### src/rtl/cpu_run_monitor_pkg.sv
// Shared definitions for the CPU run monitor.
// Holds the run-controller state encoding and the default channel width so
// the top level, its sub-module and any neighbouring blocks agree on them.
package cpu_run_monitor_pkg;

  // State codes are fixed so that external tools can decode the state.
  typedef enum logic [1:0] {
    ST_HOLD    = 2'd0,
    ST_RUN     = 2'd1,
    ST_DONE    = 2'd2,
    ST_TIMEOUT = 2'd3
  } run_state_t;

  localparam int DEFAULT_DATA_W = 32;

  // Width needed to hold any value 0..max_val (never less than one bit).
  function automatic int count_width(input int max_val);
    return (max_val < 2) ? 1 : $clog2(max_val + 1);
  endfunction

endpackage

### src/rtl/cpu_run_monitor_stability.sv
// Stability detector for the CPU run monitor.
// Remembers the previous sample of all watched channels and counts how many
// consecutive samples matched it. 'stable' pulses in the cycle where the
// STABLE_CYCLES-th identical sample arrives.
// Ports:
//   clk    in  1      clock, posedge
//   clear  in  1      synchronous clear of history (reset or not running)
//   sample in  WIDTH  all watched channels, packed
//   stable out 1      combinational pulse: finish condition met this cycle
module stability_detector
  import cpu_run_monitor_pkg::*;
#(
  parameter int WIDTH         = 64,
  parameter int STABLE_CYCLES = 16
) (
  input  logic             clk,
  input  logic             clear,
  input  logic [WIDTH-1:0] sample,
  output logic             stable
);

  // Counter only ever reaches STABLE_CYCLES-1 before the run leaves RUN.
  localparam int SC_W = count_width(STABLE_CYCLES);

  logic [WIDTH-1:0] prev;
  logic             prev_valid;
  logic [SC_W-1:0]  stable_cnt;
  logic             eq;

  // The very first sample has nothing to compare against, so it never
  // counts as stable.
  assign eq     = prev_valid && (sample == prev);
  assign stable = eq && (stable_cnt == SC_W'(STABLE_CYCLES - 2));

  always_ff @(posedge clk) begin
    if (clear) begin
      prev       <= '0;
      prev_valid <= 1'b0;
      stable_cnt <= '0;
    end else begin
      prev       <= sample;
      prev_valid <= 1'b1;
      stable_cnt <= eq ? stable_cnt + SC_W'(1) : '0;
    end
  end

endmodule

### src/rtl/cpu_run_monitor.sv
// CPU run controller / monitor.
// Holds the CPU core in reset for RST_HOLD cycles, then lets it run while
// counting cycles and watching NUM_CH result registers. When all channels
// hold steady for STABLE_CYCLES samples the run is finished and the final
// values are compared with expect_val; if the budget of MAX_CYCLES runs out
// first, a timeout is flagged instead.
// Ports:
//   Clk           in   1              clock, posedge
//   Reset         in   1              synchronous, active-high
//   watch         in   NUM_CH*DATA_W  watched channels, ch i at [i*DATA_W +: DATA_W]
//   expect_val    in   NUM_CH*DATA_W  expected final values, same packing
//   core_rst      out  1              reset to the CPU core
//   running       out  1              high while the core runs
//   done          out  1              sticky: finish condition met
//   pass          out  1              sticky: finished and all channels matched
//   timeout       out  1              sticky: budget exhausted without finish
//   mismatch_mask out  NUM_CH         per-channel mismatch at finish
//   cycle_count   out  CNT_W          run cycles elapsed, frozen afterwards
module cpu_run_monitor
  import cpu_run_monitor_pkg::*;
#(
  parameter int NUM_CH        = 2,
  parameter int DATA_W        = DEFAULT_DATA_W,
  parameter int CNT_W         = 32,
  parameter int RST_HOLD      = 4,
  parameter int STABLE_CYCLES = 16,
  parameter int MAX_CYCLES    = 10000,
  parameter int HALT_ON_DONE  = 1
) (
  input  logic                     Clk,
  input  logic                     Reset,
  input  logic [NUM_CH*DATA_W-1:0] watch,
  input  logic [NUM_CH*DATA_W-1:0] expect_val,
  output logic                     core_rst,
  output logic                     running,
  output logic                     done,
  output logic                     pass,
  output logic                     timeout,
  output logic [NUM_CH-1:0]        mismatch_mask,
  output logic [CNT_W-1:0]         cycle_count
);

  localparam int HOLD_W = count_width(RST_HOLD);
  localparam logic HALT = (HALT_ON_DONE != 0);

  run_state_t        state;
  run_state_t        state_next;
  logic [HOLD_W-1:0] hold_cnt;
  logic              stable;
  logic              budget_hit;
  logic [NUM_CH-1:0] ch_diff;

  // History is discarded whenever the core is not running, so every run
  // starts its stability count from scratch.
  stability_detector #(
    .WIDTH         (NUM_CH * DATA_W),
    .STABLE_CYCLES (STABLE_CYCLES)
  ) u_stable (
    .clk    (Clk),
    .clear  (Reset || (state != ST_RUN)),
    .sample (watch),
    .stable (stable)
  );

  // Per-channel comparison of the live values against the expected ones;
  // only captured on the cycle the run finishes.
  for (genvar i = 0; i < NUM_CH; i++) begin : g_cmp
    assign ch_diff[i] = (watch[i*DATA_W +: DATA_W] != expect_val[i*DATA_W +: DATA_W]);
  end

  // This cycle is the last one the budget allows.
  assign budget_hit = (cycle_count == CNT_W'(MAX_CYCLES - 1));

  // State register.
  always_ff @(posedge Clk) begin
    if (Reset) begin
      state <= ST_HOLD;
    end else begin
      state <= state_next;
    end
  end

  // Next-state logic. Finishing is checked before the budget so that a
  // finish landing on the final budget cycle still counts as done.
  always_comb begin
    state_next = state;
    case (state)
      ST_HOLD: if (hold_cnt == HOLD_W'(RST_HOLD - 1)) state_next = ST_RUN;
      ST_RUN: begin
        if (stable) begin
          state_next = ST_DONE;
        end else if (budget_hit) begin
          state_next = ST_TIMEOUT;
        end
      end
      default: state_next = state;
    endcase
  end

  // Registered outputs and counters, all derived from the upcoming state so
  // they line up with the state register.
  always_ff @(posedge Clk) begin
    if (Reset) begin
      hold_cnt      <= '0;
      core_rst      <= 1'b1;
      running       <= 1'b0;
      done          <= 1'b0;
      pass          <= 1'b0;
      timeout       <= 1'b0;
      mismatch_mask <= '0;
      cycle_count   <= '0;
    end else begin
      if (state == ST_HOLD) begin
        hold_cnt <= hold_cnt + HOLD_W'(1);
      end
      if (state == ST_RUN) begin
        cycle_count <= cycle_count + CNT_W'(1);
        if (stable) begin
          done          <= 1'b1;
          mismatch_mask <= ch_diff;
          pass          <= ~|ch_diff;
        end else if (budget_hit) begin
          timeout <= 1'b1;
        end
      end
      running  <= (state_next == ST_RUN);
      core_rst <= (state_next == ST_HOLD) ||
                  (((state_next == ST_DONE) || (state_next == ST_TIMEOUT)) && HALT);
    end
  end

endmodule

### config.mk
export PLATFORM = sky130hd
export DESIGN_NAME = cpu_run_monitor
export DESIGN_NICKNAME = d
export VERILOG_FILES = /design/src/rtl/cpu_run_monitor_pkg.sv /design/src/rtl/cpu_run_monitor_stability.sv /design/src/rtl/cpu_run_monitor.sv
export SDC_FILE = /design/constraint.sdc
export NUM_CORES = 1
export LEC_CHECK = 0
export ABC_AREA = 1
export CAP_MARGIN = 20
export CORE_UTILIZATION = 50
export CTS_CLUSTER_DIAMETER = 200
export DETAILED_ROUTE_END_ITERATION = 12
export DONT_BUFFER_PORTS = 1
export PLACE_DENSITY = 0.68
export SYNTH_ARGS = -nofsm -noshare
export SYNTH_HDL_FRONTEND = slang
export SYNTH_SLANG_ARGS = --single-unit
### constraint.sdc
create_clock -name Clk -period 1.8 [get_ports Clk]
set_clock_uncertainty 0.15 [all_clocks]
set_input_delay 0.45 -clock Clk [delete_from_list [all_inputs] [get_ports Clk]]
set_output_delay 0.45 -clock Clk [all_outputs]
set_load 0.1 [all_outputs]
==> results.sh, run 1 <==
export IMPL_antenna_found_initial=0
export IMPL_clockPowerShare=0.475
export IMPL_holdPathStages=2
export IMPL_num_rows=41
export IMPL_seq_area_frac_synth=0.340
export IMPL_grtUsageTotal=0.283
export IMPL_switchingPower_mw=1.73
export IMPL_syn_avg_cell_area_sq_um=6.12
export IMPL_r2r_slack_ps=-90
export IMPL_total_power_mw=6.85
export IMPL_crit_arrival_ps=2050
export IMPL_synth_edf_count=0
export IMPL_crit_required_ps=1970
export IMPL_drtAntennaViolNets=0
export IMPL_crit_path_max_fanout=6
export IMPL_drv_cap=0
export IMPL_r2r_end="running$_SDFF_PP0_"
export IMPL_tightest_slew_ps=615
export IMPL_hp_class="in2reg"
export IMPL_ys_async_sr_fraction=0
export IMPL_place_inst=1431
export IMPL_chipHeight_um=118
export IMPL_place_hpwl_um=14500
export IMPL_cts_sinks=114
export IMPL_setup_viol=18
export IMPL_dp_slack_ps=-220
export IMPL_routed_wirelength_um=19300
export IMPL_port_buffer_count=0
export IMPL_slew_headroom=0.589
export IMPL_fin_cells=1483
export IMPL_fmax_ghz=0.530
export IMPL_intPower_mw=5.12
export IMPL_ios=169
export IMPL_syn_nets=1232
export IMPL_cts_buffer_depth=2
export IMPL_nets=1433
export IMPL_coreArea_sq_um=12900
export IMPL_top_layer="met4"
export IMPL_p_per_area_nw_per_um2=727
export IMPL_swShare=0.252
export IMPL_comb_power_share=0.142
export IMPL_grt_max_degree=33
export IMPL_p_leak_nw=4.66
export IMPL_start_kind="flop"
export IMPL_die_area_sq_um=13900
export IMPL_vias=7134
export IMPL_routedWlPerCell_um=13.0
export IMPL_synthTopCellsByArea="dfxtp_1 (34%), nand2_1 (19%), nor2_1 (11%)"
export IMPL_ys_warn_count=0
export IMPL_violations="setup timing"
export IMPL_dr_wl_met2_um=8700
export IMPL_synth_cell_types=35
export IMPL_path_class="reg2reg"
export IMPL_drive_gt1_frac=0.280
export IMPL_wirelength_met1_um=8980
export IMPL_ir_worst_vdd_mv=0.627
export IMPL_endpoint_kind="flop"
export IMPL_power_frac_seq=0.383
export IMPL_cts_root_buf="clkbuf_16"
export IMPL_status="finished with violations"
export IMPL_synth_area_sq_um=6710
export IMPL_fin_util=0.731
export IMPL_htree_levels=4
export IMPL_numCtsBuffers=17
export IMPL_fin_crit_ps=1890
export IMPL_r2r_start="u_stable.prev[44]$_SDFF_PN0_"
export IMPL_synth_top_area_frac=0.340
export IMPL_ys_ff_latch=114
export IMPL_synthCells=1097
export IMPL_path_clk_slew_ps=50
export IMPL_cts_tree="done"
export IMPL_vias_per_cell=4.81
export IMPL_place_congestion=0.886
export IMPL_finalMaxSlewViolations=0
export IMPL_fin_ws_ps=-87.3
export IMPL_die_width_um=118
export IMPL_start_util=0.521
export IMPL_finalHoldViolCount=0
export IMPL_grt_pass1_vias=6632
export IMPL_dr_pass1_iters=5
export IMPL_drt_initial_drc_count=436
export IMPL_clock_latency_ps=420
export IMPL_area_delta_synth_final_pct=40.3
export IMPL_finalCritPeriodShare=1.05
export IMPL_num_antenna_cells=0
export IMPL_rsz0062_at_grt="yes"
export IMPL_hold_end="u_stable.prev[24]$_SDFF_PN0_"
export IMPL_ys_flop_type="dfxtp_1"
export IMPL_min_delay_start="watch[24]"
export IMPL_grt_ovfl_total=0
export IMPL_grt_pass1_wl_um=30900
export IMPL_synth_top_area_cell="dfxtp_1"
export IMPL_wl_met3_um=1360
export IMPL_rr_worst_depth=13
export IMPL_drc=0
[synth_stat cells, types with 2 or more instances]
library cell  count
nor2_2            3
clkbuf_1          8
xor2_1           50
nor3_4            2
dfxtp_1         114
and2_1            3
o21ai_1           3
nand3_4           2
xnor2_1           8
nand3_1          18
nand2_1         339
buf_1             2
inv_1           193
o21a_1            3
nand4_1          33
ha_1              5
nor4_2            2
nand2_2           5
o21ai_0          17
nor3_1           19
a21oi_1          28
inv_2            16
nor4_1            4
nor2_1          203
nor2_4            7
[per-layer routing]
metal,track usage,vias to the layer above
met4,0.0938,0
met2,0.443,250
met5,0,-
met1,0.380,3167
li1,-,3696
met3,0.0659,21
[critical path, cell delays in order, from the launching register on]
cell	delay [ps]
dfxtp_2	330
inv_2	30
nand2_2	50
nand2_2	60
nor2_2	110
nand2_1	80
nor2_2	140
nand2_1	80
nor2_2	130
nand4_1	200
nor2_4	260
nor2_4	60
nand2_2	70
inv_2	30
[layout by cell type (no fill, tap or decap), types with 14 or more instances in the layout]
cell,synthesis,layout
clkbuf_16,0,17
nand3_1,18,14
xor2_1,50,49
dfxtp_4,0,20
buf_4,1,176
nor3_1,19,14
nor2_2,3,16
nor2_1,203,185
nand4_1,33,33
nand2_1,339,317
a21oi_1,28,25
nand2_2,5,24
inv_1,193,189
dfxtp_1,114,72
inv_2,16,19
dfxtp_2,0,22
[power groups by stage]
stage / Combinational, mW / Sequential (mW) / Clock [mW]
6_report: 0.972 / 2.62 / 3.25
5_1_grt: 1.08 / 2.63 / 3.42
4_1_cts: 0.935 / 2.62 / 3.28
3_5_place_dp: 0.884 / 2.67 / 0
3_3_place_gp: 0.870 / 2.67 / 0
2_1_floorplan: 0.497 / 2.73 / 0
[what timing repair did]
action / 4_1_cts / 5_1_grt
pin swaps: 19 / 28
hold buffers: 8 / 0
hold endpoints to repair: 19 / 0
resized for setup: 26 / 66
buffers inserted: 7 / 5
endpoints found under the setup margin: 13 / 32
[logic make-up after synthesis]
| kind of cell | count (synthesis) | share of synthesized area |
|---|---|---|
| XOR/XNOR | 58 | 0.0757 |
| flip-flops | 114 | 0.340 |
| AND/OR/NAND/NOR | 645 | 0.408 |
| adder cells (fa/ha/maj) | 5 | 0.00932 |
| buffers and inverters | 221 | 0.124 |
| AO/OA/AOI/OAI | 54 | 0.0429 |
[final cells by class]
cell class              instances  area [sq um]
clock buffers                  27           523
clock inverters                 5          50.0
fillers                      1049          3460
inverters                     210           795
multi-input cells             762          3910
flip-flops and latches        114          2380
well taps                     172           215
repair buffers                193          1540
[state kept, by name, indices dropped and copies added, names as in the netlist]
name                 count
u_stable.prev           64
cycle_count             32
u_stable.stable_cnt      5
hold_cnt                 3
mismatch_mask            2
state                    2
core_rst                 1
done                     1
pass                     1
running                  1
timeout                  1
u_stable.prev_valid      1
[worst max path at each step]
stage                                             from                           end  slack, ps  depth (start not counted)
final                     u_stable.prev[44]$_SDFF_PN0_            running$_SDFF_PP0_        -90                         13
after global routing       cycle_count[0]$_SDFFE_PP0N_  cycle_count[27]$_SDFFE_PP0N_       -190                         12
after CTS                 u_stable.prev[46]$_SDFF_PN0_            running$_SDFF_PP0_        -80                         13
after detailed placement                     watch[44]            running$_SDFF_PP0_       -220                         13
after global placement                       watch[44]            running$_SDFF_PP0_       -190                         13
after floorplan            cycle_count[0]$_SDFFE_PP0N_  cycle_count[26]$_SDFFE_PP0N_       -200                         12
[metrics by stage]
stage	hold slack (ps)	setup TNS (ps)	instance area (sq um)
final	8.69	-661	9420
after global routing	1.63	-3210	9420
after CTS	4.62	-468	9180
after detailed placement	306	-1770	8350
after global placement	299	-1290	8350
after floorplan	280	-1180	6860
Power figures use the tool's default switching activity.
==> run 2, diff against run 1 <==
Settings changed: CAP_MARGIN 20 to not set.
==> results of run 2 <==
The final DEF is identical to that of run 1; final timing and power are the same.
